$ cat config.mk
export PLATFORM = sky130hd
export DESIGN_NAME = dcm_lock_ctrl
export DESIGN_NICKNAME = d
export VERILOG_FILES = /design/src/rtl/dcm_lock_ctrl.sv
export SDC_FILE = /design/constraint.sdc
export NUM_CORES = 1
export LEC_CHECK = 0
export ABC_AREA = 1
export CAP_MARGIN = 25
export CORE_UTILIZATION = 47
export CTS_CLUSTER_SIZE = 28
export DETAILED_ROUTE_END_ITERATION = 6
export PLACE_DENSITY = 0.71
export RECOVER_POWER = 100
export SKIP_LAST_GASP = 1
export SLEW_MARGIN = 40
export SYNTH_ARGS = -nofsm -noshare
export SYNTH_HDL_FRONTEND = slang
export SYNTH_SLANG_ARGS = --single-unit
$ cat constraint.sdc
create_clock -name fclk -period 1.55 [get_ports fclk]
set_clock_uncertainty 0.05 [all_clocks]
set_input_delay 0.465 -clock fclk [delete_from_list [all_inputs] [get_ports fclk]]
set_output_delay 0.465 -clock fclk [all_outputs]
set_load 0.02 [all_outputs]
$ cat src/rtl/dcm_lock_ctrl.sv
// rtl/dcm_lock_ctrl.sv - DCM reset sequencer and lock supervisor for clk200
// Runs in the fclk domain; only ready releases downstream clk200 logic.
module dcm_lock_ctrl #(
  parameter int RST_CYCLES    = 4,
  parameter int LOCK_TIMEOUT  = 100000,
  parameter int STABLE_CYCLES = 1024,
  parameter int MAX_RETRIES   = 7
) (
  input  logic       fclk,
  input  logic       rst,
  input  logic       locked,
  input  logic       retry_req,
  output logic       dcm_rst,
  output logic       ready,
  output logic       fail,
  output logic       lock_lost,
  output logic [3:0] retry_cnt,
  output logic [7:0] relock_cnt,
  output logic [2:0] state
);

  localparam int CMAX_A = (RST_CYCLES > LOCK_TIMEOUT) ? RST_CYCLES : LOCK_TIMEOUT;
  localparam int CMAX   = (CMAX_A > STABLE_CYCLES) ? CMAX_A : STABLE_CYCLES;
  localparam int CW     = (CMAX > 1) ? $clog2(CMAX) : 1;

  localparam logic [CW-1:0] RST_LAST    = CW'(RST_CYCLES - 1);
  localparam logic [CW-1:0] TIMEOUT_LAST = CW'(LOCK_TIMEOUT - 1);
  localparam logic [CW-1:0] STABLE_LAST = CW'(STABLE_CYCLES - 1);
  localparam logic [3:0]    MAX_R       = 4'(MAX_RETRIES);

  typedef enum logic [2:0] {
    S_RESET     = 3'd0,
    S_WAIT_LOCK = 3'd1,
    S_STABLE    = 3'd2,
    S_RUN       = 3'd3,
    S_FAIL      = 3'd4
  } state_t;

  state_t        cur, nxt;
  logic          sync1, locked_s;
  logic [CW-1:0] cnt;
  logic          retry_inc, retry_clr, relock_ev;

  always_comb begin
    nxt       = cur;
    retry_inc = 1'b0;
    retry_clr = 1'b0;
    relock_ev = 1'b0;
    case (cur)
      S_RESET: if (cnt == RST_LAST) nxt = S_WAIT_LOCK;
      S_WAIT_LOCK: begin
        // a lock seen in the timeout cycle still wins
        if (locked_s) begin
          nxt = S_STABLE;
        end else if (cnt == TIMEOUT_LAST) begin
          retry_inc = 1'b1;
          nxt = (retry_cnt + 4'd1 == MAX_R) ? S_FAIL : S_RESET;
        end
      end
      S_STABLE: begin
        if (!locked_s) begin
          nxt = S_RESET;
        end else if (cnt == STABLE_LAST) begin
          nxt       = S_RUN;
          retry_clr = 1'b1;
        end
      end
      S_RUN: begin
        if (!locked_s) begin
          relock_ev = 1'b1;
          nxt       = S_RESET;
        end
      end
      S_FAIL: begin
        if (retry_req) begin
          retry_clr = 1'b1;
          nxt       = S_RESET;
        end
      end
      default: nxt = S_RESET;
    endcase
  end

  always_ff @(posedge fclk or posedge rst) begin
    if (rst) begin
      sync1      <= 1'b0;
      locked_s   <= 1'b0;
      cur        <= S_RESET;
      cnt        <= '0;
      retry_cnt  <= 4'd0;
      relock_cnt <= 8'd0;
      lock_lost  <= 1'b0;
      dcm_rst    <= 1'b1;
      ready      <= 1'b0;
      fail       <= 1'b0;
    end else begin
      sync1    <= locked;
      locked_s <= sync1;
      cur      <= nxt;
      // cnt may wrap in RUN/FAIL, where it is never compared
      cnt      <= (nxt != cur) ? '0 : cnt + CW'(1);
      if (retry_clr)      retry_cnt <= 4'd0;
      else if (retry_inc) retry_cnt <= retry_cnt + 4'd1;
      if (relock_ev) begin
        lock_lost <= 1'b1;
        if (relock_cnt != 8'hFF) relock_cnt <= relock_cnt + 8'd1;
      end
      dcm_rst <= (nxt == S_RESET) || (nxt == S_FAIL);
      ready   <= (nxt == S_RUN);
      fail    <= (nxt == S_FAIL);
    end
  end

  assign state = cur;

endmodule

==> results.sh, run 1 <==
export IMPL_vias=2093
export IMPL_drt_initial_drc_count=81
export IMPL_critPathMaxFanout=6
export IMPL_netlist_instances=255
export IMPL_violations="setup timing"
export IMPL_finalMaxSlewViolations=0
export IMPL_clock_sinks=38
export IMPL_slew_headroom_pct=35.7
export IMPL_fill_cells=302
export IMPL_die_area_um2=4900
export IMPL_yosysMostFrequentCell="nand2_1"
export IMPL_drive_above_1_share_pct=45.6
export IMPL_synth_edf_count=0
export IMPL_pin_count=23
export IMPL_io_buffers=22
export IMPL_rsz0062_at_grt="yes"
export IMPL_multi_input_area_um2=1200
export IMPL_p_total_mw=4.01
export IMPL_n_antenna_cell=0
export IMPL_htreeDepth=2
export IMPL_core_region_area_um2=4380
export IMPL_synthArstFlopShare_pct=100
export IMPL_yosysTopAreaCell="dfrtp_1"
export IMPL_fp_dieH_um=70.0
export IMPL_grt_pass1_vias=1931
export IMPL_cts_made_buffers=5
export IMPL_cts_tree="yes"
export IMPL_crit_type="reg2reg"
export IMPL_vias_per_cell=5.08
export IMPL_ff_latch_area_um2=960
export IMPL_synth_main_ff_cell="dfrtp_1"
export IMPL_cts_hold_buf=0
export IMPL_worstSetupEndpointType="register"
export IMPL_syn_area_per_cell_um2=8.52
export IMPL_hold_class="reg2reg"
export IMPL_path_clk_slew_ps=70
export IMPL_ir_drop_v=0.00113
export IMPL_drv_cap=0
export IMPL_dp_hpwl_um=3540
export IMPL_netlist_area_um2=2170
export IMPL_synth_top_area_share_pct=42.6
export IMPL_synthToLayoutAreaGrowth_pct=50.4
export IMPL_period_needed_ps=1850
export IMPL_fin_util_pct=74.5
export IMPL_cp_required_ps=1680
export IMPL_design_area_um2=3270
export IMPL_tightest_slew_ps=965
export IMPL_clk_latency_ps=300
export IMPL_wl_per_cell_um=13.7
export IMPL_first_pass_iters=4
export IMPL_crit_slowest_cell="dfrtp_1"
export IMPL_crit_start="cnt[0]"
export IMPL_fmax_mhz=541
export IMPL_ant_nets=0
export IMPL_ys_ff_latch=38
export IMPL_reg2reg_depth=15
export IMPL_hold_path_depth=0
export IMPL_rows=24
export IMPL_antenna_found_initial=0
export IMPL_routed_wl_um=5630
export IMPL_grt_usage_pct=21.7
export IMPL_arrival_ps=1980
export IMPL_clk_path_buf_depth=2
export IMPL_setup_ws_ps=-298
export IMPL_max_stage_delay_ps=400
export IMPL_finalNetCount=367
export IMPL_synth_common_cells="50 x nand2_1, 37 x dfrtp_1, 36 x nor2_1"
export IMPL_gp_congestion=0.887
export IMPL_start_util_pct=49.5
export IMPL_grt_max_degree=39
export IMPL_cts_root_buf="clkbuf_8"
export IMPL_drc=0
export IMPL_chipWidth_um=70.0
export IMPL_synth_area_leaders="dfrtp_1 43%, nand2_1 8.6%, nor2_1 6.2%, nor2_4 5.7%, xor2_1 4.8%"
export IMPL_synth_seq_area_share_pct=43.8
export IMPL_crit_chain="ha_4, nand2_4, inv_4, nand2_4, nor2_4, nand2_2, nand2_2, nand2_2, nand2_4, nand2_4, nand2_2, nand2_2, nand2_4, clkbuf_16, nor2_4"
export IMPL_yosysWarnings=0
export IMPL_grt_pass1_wl_um=8320
export IMPL_timing_rr_start="cnt[0]"
export IMPL_outcome="finished with violations"
export IMPL_holdWs_ps=322
export IMPL_holdCritStartpoint="sync1"
export IMPL_yosysUniqueCellTypes=29
export IMPL_dpl_cell_area_um2=2970
export IMPL_fin_crit_sh_pct=119
export IMPL_p_leak_nw=1.67
export IMPL_pre_cts_ws_ps=-247
export IMPL_grt_overflow=0
export IMPL_startpoint_type="register"
export IMPL_finalSetupViolCount=31
export IMPL_hold_viol=0
export IMPL_power_density_nw_per_um2=1230
export IMPL_syn_nets=263
[critical path, delay by kind of cell (launching register included)]
kind                     cells  cell delay, ps
AND/OR/NAND/NOR             12             840
flip-flops                   1             400
adder cells (fa/ha/maj)      1             170
buffers and inverters        2             280
[where the power goes]
group          total, mW  internal, mW  switching [mW]
Sequential          1.25          1.12           0.136
Combinational       2.04         0.986            1.06
Clock              0.714         0.359           0.355
[metal layers]
layer / wire length (um) / vias up / part of all wire, % / global-route usage (%)
met5: 0 / - / 0 / 0
met4: 217 / 0 / 3.9 / 7.33
met3: 172 / 23 / 3.1 / 4.91
met2: 2880 / 52 / 51 / 37.5
met1: 2360 / 1009 / 42 / 26.5
li1: - / 1009 / - / -
[logic make-up (layout without fill, tap and decap cells)]
group                    Yosys count  in the layout  share of synthesized area (%)
buffers and inverters             34            139                           6.68
AND/OR/NAND/NOR                  145            145                           34.9
adder cells (fa/ha/maj)            4              4                           2.30
AO/OA/AOI/OAI                     16             16                           5.07
XOR/XNOR                          18             18                           7.26
flip-flops                        38             38                           43.8
[flip-flops by register name (all words and copies together) (netlist names)]
signal      count
cnt            17
ready           1
state           3
lock_lost       1
sync1           1
dcm_rst         1
retry_cnt       4
locked_s        1
relock_cnt      8
fail            1
[through the flow]
step	instances	TNS, ps
after floorplan	255	-1470
after global placement	389	-3010
after detailed placement	389	-4270
after CTS	402	-4160
after global routing	412	-11830
final	412	-6240
[cells in the final DEF (no fill, tap or decap), types with 6 or more instances in the layout]
master,n
buf_4,66
buf_6,9
clkbuf_8,6
dfrtp_1,31
dfrtp_2,6
dlygate4sd2_1,9
inv_1,23
inv_2,8
nand2_1,49
nand2_2,8
nand2_4,7
nand3_1,12
nand4_1,8
nor2_1,24
nor2_2,9
nor2_4,17
o21ai_0,6
xnor2_1,6
xor2_1,12
[what timing repair did]
item / in CTS / in global routing
gates resized for setup: 44 / 33
buffers inserted: 5 / 9
cloned: 0 / 1
pin swaps: 5 / 12
setup endpoints to repair: 42 / 39
[worst paths after layout]
| check | slack, ps | to |
|---|---|---|
| max | -300 | cnt[7] |
| min | 320 | locked_s |
| max reg2reg | -300 | cnt[7] |
| min reg2reg | 320 | locked_s |
| max in group asynchronous | 70 | relock_cnt[1] |
| min in group asynchronous | 710 | state[1] |
[cell type report]
class / count / area share [%]
inverters: 32 / 3.75
multi-input cells: 183 / 36.8
flip-flops and latches: 38 / 29.4
well taps: 52 / 1.99
clock buffers: 7 / 2.64
repair buffers: 99 / 25.2
clock inverters: 1 / 0.153
(Power assumes the default switching activity.)
==> run 2, diff against run 1 <==
--- a/config.mk
+++ b/config.mk
@@ -11,4 +11,5 @@
 export CTS_CLUSTER_SIZE = 28
 export DETAILED_ROUTE_END_ITERATION = 6
+export HOLD_SLACK_MARGIN = 0.12
 export PLACE_DENSITY = 0.71
 export RECOVER_POWER = 100
--- a/constraint.sdc
+++ b/constraint.sdc
@@ -3,3 +3,3 @@
 set_input_delay 0.465 -clock fclk [delete_from_list [all_inputs] [get_ports fclk]]
 set_output_delay 0.465 -clock fclk [all_outputs]
-set_load 0.02 [all_outputs]
+set_load 0.01 [all_outputs]
==> results.sh, run 2 (synthesis gave the netlist of run 1 again) <==
export IMPL_grt_overflow=0
export IMPL_crit_slowest_cell="dfrtp_1"
export IMPL_final_cell_mix="78 x buf_4, 46 x nand2_1, 34 x dfrtp_1"
export IMPL_path_delay_family="simple AND/OR/NAND/NOR gates"
export IMPL_clk_path_buf_depth=2
export IMPL_ant_nets=0
export IMPL_htreeDepth=2
export IMPL_rsz0062_at_grt="yes"
export IMPL_grt_usage_pct=23.2
export IMPL_start_util_pct=49.5
export IMPL_design_area_um2=3350
export IMPL_dpl_cell_area_um2=2990
export IMPL_fin_util_pct=76.5
export IMPL_tightest_slew_ps=926
export IMPL_period_needed_ps=1810
export IMPL_wl_per_cell_um=13.7
export IMPL_cts_hold_buf=0
export IMPL_holdWs_ps=305
export IMPL_outcome="finished with violations"
export IMPL_fin_cells=421
export IMPL_io_buffers=22
export IMPL_cpMostUsedCell="nand2_2"
export IMPL_grt_pass1_vias=1998
export IMPL_largest_register="cnt"
export IMPL_synthToLayoutAreaGrowth_pct=54.4
export IMPL_core_region_area_um2=4380
export IMPL_chipWidth_um=70.0
export IMPL_ir_drop_v=0.000812
export IMPL_slew_headroom_pct=38.3
export IMPL_layout_cells_most_common="buf_4"
export IMPL_finalSetupViolCount=29
export IMPL_rows=24
export IMPL_reg_top3="cnt: 17 flops, relock_cnt: 8 flops, retry_cnt: 4 flops"
export IMPL_routed_wl_um=5780
export IMPL_fin_crit_sh_pct=117
export IMPL_drt_initial_drc_count=131
export IMPL_die_area_um2=4900
export IMPL_antenna_found_initial=0
export IMPL_setup_ws_ps=-259
export IMPL_gp_congestion=0.872
export IMPL_critPathMaxFanout=3
export IMPL_crit_type="reg2reg"
export IMPL_fill_cells=282
export IMPL_cts_made_buffers=5
export IMPL_hold_class="reg2reg"
export IMPL_grt_pass1_wl_um=8820
export IMPL_clock_sinks=38
export IMPL_violations="setup timing"
export IMPL_worstSetupEndpointType="register"
export IMPL_largest_reg_flops=17
export IMPL_grt_max_degree=39
export IMPL_max_stage_delay_ps=400
export IMPL_finalMaxSlewViolations=0
export IMPL_dp_cells=394
export IMPL_path_clk_slew_ps=80
export IMPL_arrival_ps=1950
export IMPL_clk_latency_ps=300
export IMPL_vias_per_cell=4.95
export IMPL_hold_viol=0
export IMPL_p_leak_nw=1.68
export IMPL_crit_chain="ha_4, nand2_2, inv_2, nand2_2, nor2_4, buf_6, nand2_2, nor2_4, nand4_1, xor2_1, nor2_2"
export IMPL_dp_hpwl_um=3620
export IMPL_vias=2082
export IMPL_drv_cap=0
export IMPL_cts_tree="yes"
export IMPL_cts_root_buf="clkbuf_8"
export IMPL_pre_cts_ws_ps=-201
export IMPL_n_antenna_cell=0
export IMPL_timing_critical_path_buf_inv=2
export IMPL_pin_count=23
export IMPL_p_total_mw=3.95
export IMPL_finalNetCount=376
export IMPL_drive_above_1_share_pct=49.3
export IMPL_power_density_nw_per_um2=1180
export IMPL_fp_dieH_um=70.0
export IMPL_fin_tns_setup_ps=-5040
export IMPL_fmax_mhz=553
export IMPL_cp_required_ps=1690
export IMPL_first_pass_iters=5
export IMPL_startpoint_type="register"
export IMPL_drc=0
run 2: changes by cell type in the layout (fill, tap and decap cells not counted), sizes merged:
cell,change
buf,+9
clkbuf,-3
clkdlybuf4s15,-2
clkinv,+1
dlygate4sd2,+4
run 2: worst paths after layout:
path | cells after the start | to | slack, ps | from
max | 11 | cnt[16] | -260 | cnt[1]
min | 0 | locked_s | 300 | sync1
max reg2reg | 11 | cnt[16] | -260 | cnt[1]
min reg2reg | 0 | locked_s | 300 | sync1
max in group asynchronous | 3 | cnt[9] | 120 | rst
min in group asynchronous | 3 | ready | 700 | rst
run 2: layout make-up:
class | count | area (um^2) | share of cell area (%)
multi-input combinational | 183 | 1250 | 37.3
sequential | 38 | 956 | 28.5
timing repair buffer | 108 | 876 | 26.1
inverter | 32 | 123 | 3.66
clock buffer | 6 | 72.6 | 2.16
tap | 52 | 65.1 | 1.94
clock inverter | 2 | 10.0 | 0.298
run 2: what timing repair did:
item	in CTS	in global routing
pin swaps	6	12
endpoints found under the setup margin	48	40
cloned	0	1
gates resized for setup	38	45
setup buffers	8	10
run 2: power breakdown:
part           total (mW)  internal [mW]  switching (mW)
combinational        2.04          0.930            1.11
sequential           1.22           1.11           0.111
clock               0.679          0.312           0.367
total                3.95           2.36            1.59
run 2: layer usage:
layer / routed length [um] / track usage, % / vias up
met2: 3030 / 39.7 / 55
met4: 131 / 8.67 / 0
met5: 0 / 0 / -
li1: - / - / 1031
met3: 201 / 5.34 / 11
met1: 2420 / 28.3 / 985
run 2: worst reg2reg max path: cells and delay by family (launching register included):
family                     cells  cell delay (ps)
buffers and inverters          2              200
adders and majority gates      1              150
DFF                            1              400
xor gates and xnor gates       1              230
and+or+nand+nor                7              670
==> run 3, diff against run 2 <==
Settings changed: ABC_CLOCK_PERIOD_IN_PS set to 1550, CTS_BUF_LIST set to sky130_fd_sc_hd__clkbuf_16.
==> results.sh, run 3 (synthesis gave the netlist of run 1 again) <==
export IMPL_finalMaxSlewViolations=0
export IMPL_slew_headroom_pct=65.6
export IMPL_gp_congestion=0.872
export IMPL_rrSetupSlack_ps=-260
export IMPL_cts_root_buf="clkbuf_16"
export IMPL_hold_viol=0
export IMPL_grt_overflow=0
export IMPL_p_leak_nw=1.72
export IMPL_dp_hpwl_um=3620
export IMPL_setup_ws_ps=-259
export IMPL_fp_dieH_um=70.0
export IMPL_fin_crit_sh_pct=117
export IMPL_drt_initial_drc_count=156
export IMPL_tightest_slew_ps=516
export IMPL_grt_pass1_wl_um=8740
export IMPL_grt_usage_pct=22.9
export IMPL_clk_latency_ps=280
export IMPL_dpl_cell_area_um2=2990
export IMPL_timing_rr_start="cnt[5]"
export IMPL_design_area_um2=3410
export IMPL_largest_register="cnt"
export IMPL_cts_tree="yes"
export IMPL_rows=24
export IMPL_drc=0
export IMPL_die_area_um2=4900
export IMPL_reg2reg_to="cnt[6]"
export IMPL_holdCritStartpoint="sync1"
export IMPL_fmax_mhz=553
export IMPL_rsz0062_at_grt="yes"
export IMPL_grt_use_met1_pct=28.8
export IMPL_gr_usage_met2_pct=39.5
export IMPL_drv_cap=0
export IMPL_vias=2145
export IMPL_violations="setup timing"
export IMPL_routed_wl_um=6300
export IMPL_layout_cells_most_common="buf_4"
export IMPL_chipWidth_um=70.0
export IMPL_busiest_layer="met2"
export IMPL_n_antenna_cell=0
export IMPL_arrival_ps=1920
export IMPL_synthToLayoutAreaGrowth_pct=57.1
export IMPL_ir_drop_v=0.000717
export IMPL_start_util_pct=49.5
export IMPL_pin_count=23
export IMPL_grt_pass1_vias=1971
export IMPL_clk_path_buf_depth=2
export IMPL_min_to="locked_s"
export IMPL_finalSetupViolCount=31
export IMPL_io_buffers=22
export IMPL_core_region_area_um2=4380
export IMPL_met3_usage_pct=5.05
export IMPL_p_total_mw=4.32
export IMPL_reg2reg_depth=10
export IMPL_crit_type="reg2reg"
export IMPL_cts_made_buffers=5
export IMPL_path_clk_slew_ps=60
export IMPL_power_density_nw_per_um2=1260
export IMPL_antenna_found_initial=0
export IMPL_vias_per_cell=5.18
export IMPL_startpoint_type="register"
export IMPL_first_pass_iters=4
export IMPL_largest_reg_flops=17
export IMPL_holdWs_ps=313
export IMPL_grt_max_degree=39
export IMPL_hold_path_depth=0
export IMPL_hold_class="reg2reg"
export IMPL_ant_nets=0
export IMPL_critPathMaxFanout=6
export IMPL_finalNetCount=369
export IMPL_outcome="finished with violations"
export IMPL_wl_per_cell_um=15.2
export IMPL_drive_above_1_share_pct=49.2
export IMPL_period_needed_ps=1810
export IMPL_clock_sinks=38
export IMPL_fin_tns_setup_ps=-6080
export IMPL_reg_top3="cnt: 17 flops, relock_cnt: 8 flops, retry_cnt: 4 flops"
export IMPL_final_cell_mix="68 x buf_4, 43 x nand2_1, 32 x dfrtp_1"
export IMPL_cp_required_ps=1660
export IMPL_pre_cts_ws_ps=-201
export IMPL_worstSetupEndpointType="register"
export IMPL_htreeDepth=2
## run 3: cell types whose count changed in the layout (fill, tap and decap cells not counted), sizes merged
cell / previous run / this run
dlygate4sd2: 13 / 14
buf: 87 / 78
inv: 32 / 33
dlygate4sd3: 1 / 2
clkdlybuf4s50: 2 / 1
## run 3: routing by layer
metal | part of all wire, % | routed length [um]
met1 | 40 | 2540
met2 | 52 | 3310
met3 | 4.2 | 264
met4 | 3.0 | 188
met5 | 0 | 0
## run 3: metrics by stage
stage          instances  util [%]
2_1_floorplan        255         -
3_3_place_gp         394      68.1
3_5_place_dp         394      68.1
4_1_cts              407      72.9
5_1_grt              414      77.9
6_report             414      77.9
## run 3: worst max path at each step
stage | slack, ps | end | startpoint | cells after the start
after floorplan | -140 | cnt[11] | cnt[0] | 15
after global placement | -200 | cnt[4] | cnt[12] | 12
after detailed placement | -200 | cnt[4] | cnt[12] | 12
after CTS | -220 | cnt[16] | cnt[0] | 14
after global routing | -390 | cnt[6] | cnt[5] | 13
final | -260 | cnt[6] | cnt[5] | 10
## run 3: area by class of cell
type | instances | area [um^2]
fillers | 256 | 971
well taps | 52 | 65.1
multi-input cells | 183 | 1290
flip-flops and latches | 38 | 958
clock buffers | 5 | 125
repair buffers | 101 | 841
clock inverters | 3 | 13.8
inverters | 32 | 123
## run 3: timing repair
| action | in CTS | in global routing |
|---|---|---|
| hold buffers | 0 | 0 |
| setup endpoints to repair | 48 | 39 |
| cloned | 0 | 1 |
| gates resized for setup | 41 | 51 |
| buffers inserted | 5 | 6 |
| pin swaps | 6 | 15 |
## run 3: where the power goes
| group | internal (mW) | switching (mW) | total [mW] |
|---|---|---|---|
| Clock | 0.583 | 0.384 | 0.967 |
| Combinational | 0.945 | 1.18 | 2.12 |
| Sequential | 1.12 | 0.105 | 1.22 |
## run 3: critical path, stage by stage (launching register included)
cell       delay [ps]
dfrtp_1           400
nor2_1            240
buf_4             160
nand4_1           120
nor2_1            160
nand3_2            90
nand2_1            80
a21oi_2            70
nand2_4           120
clkbuf_16         180
nor2_4             30
